**config.mk**
```make
export PLATFORM = sky130hd
export DESIGN_NAME = dram_lsu
export DESIGN_NICKNAME = d
export VERILOG_FILES = /design/src/rtl/dram_lsu_pkg.sv /design/src/rtl/dram_lsu_align.sv /design/src/rtl/dram_lsu.sv
export SDC_FILE = /design/constraint.sdc
export NUM_CORES = 1
export LEC_CHECK = 0
export CAP_MARGIN = 10
export CORE_ASPECT_RATIO = 1.75
export CORE_MARGIN = 3
export CORE_UTILIZATION = 48
export DETAILED_ROUTE_END_ITERATION = 10
export PLACE_DENSITY = 0.78
export SETUP_SLACK_MARGIN = 0.2
export SLEW_MARGIN = 20
export SYNTH_ARGS = -nofsm -noshare
export SYNTH_HDL_FRONTEND = slang
export SYNTH_SLANG_ARGS = --single-unit
```
**constraint.sdc**
```tcl
create_clock -name clk -period 5.85 [get_ports clk]
set_input_delay 0.585 -clock clk [delete_from_list [all_inputs] [get_ports clk]]
set_output_delay 0.585 -clock clk [all_outputs]
set_load 0.005 [all_outputs]
```
**src/rtl/dram_lsu_pkg.sv**
```systemverilog
// rtl/dram_lsu_pkg.sv - size encodings, FSM states and byte-mask helpers for dram_lsu
package dram_lsu_pkg;

  localparam logic [1:0] SZ_B = 2'b00;
  localparam logic [1:0] SZ_H = 2'b01;
  localparam logic [1:0] SZ_W = 2'b10;
  localparam logic [1:0] SZ_D = 2'b11;

  typedef enum logic [2:0] {
    IDLE,
    RD,
    MERGE,
    WR,
    RESP
  } state_t;

  // Right-justified mask covering the bytes of one access of the given size.
  function automatic logic [63:0] size_mask(input logic [1:0] size);
    case (size)
      SZ_B:    return 64'h0000_0000_0000_00FF;
      SZ_H:    return 64'h0000_0000_0000_FFFF;
      SZ_W:    return 64'h0000_0000_FFFF_FFFF;
      default: return 64'hFFFF_FFFF_FFFF_FFFF;
    endcase
  endfunction

  function automatic logic [3:0] size_bytes(input logic [1:0] size);
    return 4'd1 << size;
  endfunction

endpackage

```
**src/rtl/dram_lsu_align.sv**
```systemverilog
// rtl/dram_lsu_align.sv - load extract/extend, store merge and alignment check
// DRAM_LSU_MISALIGN_EN allows misaligned accesses that stay within one doubleword.
module dram_lsu_align
  import dram_lsu_pkg::*;
(
  input  logic [1:0]  size,
  input  logic        is_unsigned,
  input  logic [2:0]  off,
  input  logic [63:0] wdata,
  input  logic [63:0] mem_out,
  output logic        ok,
  output logic [63:0] load_val,
  output logic [63:0] merged
);

  logic [5:0]  shift;
  logic [63:0] mask;
  logic [63:0] raw;
  logic [63:0] bytemask;
  logic [3:0]  nbytes;
  logic        sign;

  always_comb begin
    shift    = {off, 3'b000};
    mask     = size_mask(size);
    nbytes   = size_bytes(size);
    raw      = (mem_out >> shift) & mask;
    case (size)
      SZ_B:    sign = raw[7];
      SZ_H:    sign = raw[15];
      SZ_W:    sign = raw[31];
      default: sign = 1'b0;
    endcase
    load_val = (!is_unsigned && sign) ? (raw | ~mask) : raw;
    bytemask = mask << shift;
    merged   = (mem_out & ~bytemask) | ((wdata << shift) & bytemask);
`ifdef DRAM_LSU_MISALIGN_EN
    ok       = ({1'b0, off} + nbytes) <= 4'd8;
`else
    ok       = (off & (nbytes[2:0] - 3'd1)) == 3'd0;
`endif
  end

endmodule

```
**src/rtl/dram_lsu.sv**
```systemverilog
// rtl/dram_lsu.sv - CPU load/store to 64-bit DRAM bridge with read-modify-write stores
// Optional DRAM_LSU_MISALIGN_EN: in-doubleword misaligned accesses are performed.
module dram_lsu
  import dram_lsu_pkg::*;
#(
  parameter int ADDR_W = 64,
  parameter int DATA_W = 64
) (
  input  logic              clk,
  input  logic              rst,
  input  logic              req_valid,
  output logic              req_ready,
  input  logic              req_we,
  input  logic [1:0]        req_size,
  input  logic              req_unsigned,
  input  logic [ADDR_W-1:0] req_addr,
  input  logic [DATA_W-1:0] req_wdata,
  output logic              resp_valid,
  output logic [DATA_W-1:0] resp_rdata,
  output logic              resp_err,
  output logic [ADDR_W-1:0] mem_addr,
  output logic [DATA_W-1:0] mem_din,
  output logic              mem_we,
  input  logic [DATA_W-1:0] mem_out
);

  state_t            state;
  logic              we_q;
  logic              uns_q;
  logic [1:0]        size_q;
  logic [ADDR_W-1:0] addr_q;
  logic [DATA_W-1:0] wdata_q;

  logic        idle;
  logic [1:0]  sel_size;
  logic [2:0]  sel_off;
  logic        ok;
  logic [63:0] load_val;
  logic [63:0] merged;

  // The alignment check looks at the incoming request while idle; extract/merge use latched fields.
  assign idle      = (state == IDLE);
  assign sel_size  = idle ? req_size : size_q;
  assign sel_off   = idle ? req_addr[2:0] : addr_q[2:0];
  assign req_ready = idle;
  assign mem_addr  = {addr_q[ADDR_W-1:3], 3'b000};

  dram_lsu_align u_align (
    .size        (sel_size),
    .is_unsigned (uns_q),
    .off         (sel_off),
    .wdata       (wdata_q),
    .mem_out     (mem_out),
    .ok          (ok),
    .load_val    (load_val),
    .merged      (merged)
  );

  always_ff @(posedge clk) begin
    if (rst) begin
      state      <= IDLE;
      we_q       <= 1'b0;
      uns_q      <= 1'b0;
      size_q     <= 2'b00;
      addr_q     <= '0;
      wdata_q    <= '0;
      resp_valid <= 1'b0;
      resp_err   <= 1'b0;
      resp_rdata <= '0;
      mem_din    <= '0;
      mem_we     <= 1'b0;
    end else begin
      case (state)
        IDLE: begin
          if (req_valid) begin
            we_q    <= req_we;
            uns_q   <= req_unsigned;
            size_q  <= req_size;
            addr_q  <= req_addr;
            wdata_q <= req_wdata;
            if (!ok) begin
              resp_valid <= 1'b1;
              resp_err   <= 1'b1;
              resp_rdata <= '0;
              state      <= RESP;
            end else if (req_we && req_size == SZ_D) begin
              mem_din <= req_wdata;
              mem_we  <= 1'b1;
              state   <= WR;
            end else begin
              state <= RD;
            end
          end
        end
        RD: state <= MERGE;
        MERGE: begin
          if (we_q) begin
            mem_din <= merged;
            mem_we  <= 1'b1;
            state   <= WR;
          end else begin
            resp_rdata <= load_val;
            resp_valid <= 1'b1;
            state      <= RESP;
          end
        end
        WR: begin
          mem_we     <= 1'b0;
          resp_valid <= 1'b1;
          resp_err   <= 1'b0;
          resp_rdata <= '0;
          state      <= RESP;
        end
        RESP: begin
          resp_valid <= 1'b0;
          resp_err   <= 1'b0;
          resp_rdata <= '0;
          state      <= IDLE;
        end
        default: state <= IDLE;
      endcase
    end
  end

endmodule

```
==> impl_metrics.yaml <==
placement:
  place_congestion: 0.998
  io_buffers: 391
  hpwl_um: 46700
sta:
  relSlewSlack_pct: 25.8
  slew_violations: 0
  fin_crit_ns: 4.35
  rsz0062_at_grt: "false"
  max_freq_ghz: 0.230
  finalSetupViolations: 0
  holdWs_ns: 0.446
  fin_crit_sh_pct: 74.4
  finalHoldViolCount: 0
  setup-tns-final_ns: 0
  fin_skew_ns: 0.0190
  tightest_slew_ns: 1.11
logic_synthesis:
  synth.top_cell.area_share_pct: 37.2
  synth_compound_area_share_pct: 25.4
  synth.most_common_cell: "nand2_1"
  synth_area_um2: 14300
  ys_ff_latch: 266
  syn_avg_cell_area_um2: 7.68
  synth_area_leaders: "dfxtp_1 37%, nand2_1 12%, mux2i_1 8.3%, a21oi_1 7.7%, buf_4 3.4%"
  synthCells: 1861
  yosysWarnings: 0
  synth_top_family_by_area: "compound AO/OA/AOI/OAI gates"
  synth_ff_type: "dfxtp_1"
  synth_cell_types: 65
  ys_async_sr_fraction_pct: 0
  synth_commonest_cells: "439 x nand2_1, 266 x dfxtp_1, 219 x a21oi_1"
  synth_xor_area_share_pct: 0
  synth_fa_ha_area_share_pct: 0
  yosysTopAreaCell: "dfxtp_1"
  seq_area_frac_synth_pct: 37.2
  synthSimpleGateAreaFrac_pct: 18.7
  synthMuxAreaShare_pct: 10.5
  synth_edf_count: 0
detailed_routing:
  drc: 0
  wl_met2_um: 29800
  top_layer: "met4"
  totalWireLength_um: 63200
  route.met3.wl_um: 6440
  wire_per_inst_um: 25.4
  vias: 15547
  dr.pass1.iters: 6
  ant_nets: 0
  avgViaCountPerCell: 6.24
  wl_met1_um: 20600
  drt_iter0_drc: 1499
clock_network:
  cts-resized-gates: 0
  post_cts_buffers: 0
  clk_latency_ns: 0.56
  cts.clk_slew.worst_paths_ns: 0.06
  numCtsBuffers: 26
  cts_hold_buf: 0
  clock_path_buffers: 3
  htreeDepth: 1
  cts_tree: "done"
  root_buffer: "clkbuf_16"
  clock-sinks: 266
setup_path:
  slowest_stage: "or3_1"
  path_cells: "or3_1 -> inv_4 -> mux2i_4 -> buf_4 -> mux2i_1 -> mux2i_1 -> mux2i_1 -> a2111oi_1 -> a31o_1"
  start_kind: "register"
  path_buf_inv: 2
  critPathMaxFanout: 39
  path_delay_family: "multiplexers"
  crit_top_cell: "mux2i_1"
  worstPathArrival_ns: 4.84
  crit_required_ns: 6.34
  worstSetupPathType: "reg2reg"
  critPathMaxStageDelay_ns: 0.85
  critPathCaptureType: "register"
global_route:
  grt_max_degree: 101
  first_global_vias: 15166
  antenna_found_initial: 0
  grt_pass1_wl_um: 91900
  grt_use_total_pct: 37.9
  grt-ovfl-total: 0
pwr:
  total_power_uw: 5760
  power_leakage_uw: 0.00707
  powerDensity_nw_per_um2: 305
  ir_drop_mv: 0.309
floorplanning:
  die_area_um2: 32000
  io_pins: 395
  die_y_um: 234
  row_count: 83
  die_x_um: 136
  core_area_um2: 29400
  start_util_pct: 48.6
final_layout:
  drive_gt1_share_pct: 6.07
  fin_nets: 2291
  area_delta_synth_final_pct: 32.0
  antenna_cells: 0
run_status:
  status: "finished, final reports clean"
flow_run:
  drv_cap: 0
hold_path:
  hold_class: "reg2reg"
[final cells by class]
| type | instances | area, µm² |
|---|---|---|
| Clock inverter | 11 | 185 |
| Timing Repair Buffer | 421 | 4170 |
| Sequential cell | 266 | 5330 |
| Fill cell | 2561 | 10500 |
| Inverter | 15 | 58.8 |
| Tap cell | 382 | 478 |
| Multi-Input combinational cell | 1362 | 7900 |
| Clock buffer | 35 | 766 |
[metrics by stage]
stage	instances	util (%)	instance area, µm²	setup slack, ns
4_1_cts	2492	64.2	18900	1.60
3_3_place_gp	2446	61.0	17900	1.71
5_1_grt	2492	64.2	18900	1.30
3_5_place_dp	2446	61.0	17900	1.69
2_1_floorplan	1863	-	14300	3.01
6_report	2492	64.2	18900	1.50
[cell families (layout without fill, tap and decap cells)]
logic type,count (synthesis),count (layout)
simple gates,658,658
compound gates,558,558
flops,266,266
buf+inv,235,482
mux,143,143
other cells,1,3
[registers in the layout, indices dropped and copies added, names as in the netlist, 2 cells and up]
| signal | flops |
|---|---|
| mem_din | 64 |
| addr_q | 64 |
| size_q | 2 |
| wdata_q | 64 |
| state | 3 |
| resp_rdata | 64 |
[metal layers]
metal  track usage, %  vias up
li1                 -     7001
met1             39.8     7215
met2             62.5     1039
met3             10.0      292
met4             31.5        0
met5                0        -
[cell usage in the layout (no fill, tap or decap), types with 9 or more instances in the layout]
cell	instances
nand3_1	23
nand2_1	437
a22oi_1	14
a22o_1	37
buf_4	28
o21a_1	9
nor2_1	113
nand2b_1	11
a31oi_1	15
o22ai_1	22
o221ai_1	9
inv_1	12
clkbuf_16	27
mux2_2	21
a311oi_1	9
a211oi_1	49
dfxtp_1	266
a21o_1	9
o211ai_1	20
clkdlybuf4s50_1	390
a21oi_1	217
o21ai_0	72
mux2i_1	115
nor3_1	40
[report_power, final]
group	internal, µW	switching (µW)	leakage [µW]
clock network	1130	746	0.000465
logic	711	1070	0.00444
registers	1950	138	0.00217
[worst register-to-register path: cells and delay by family (launching register included)]
family	cells	cell delay, ns
multiplexers	4	1.14
buffers and inverters	2	0.90
AND/OR/NAND/NOR	1	0.85
AO/OA/AOI/OAI	2	0.76
flip-flops	1	0.63
[path summary, 6_finish.rpt]
check        slack [ns]  cells past startpoint      startpoint             end
min                0.45                      2  resp_rdata[15]  resp_rdata[15]
min reg2reg        0.45                      2  resp_rdata[15]  resp_rdata[15]
max reg2reg        1.50                      9        state[0]     mem_din[28]
max                1.50                      9        state[0]     mem_din[28]
No activity file was read; power rests on OpenSTA's default activity.
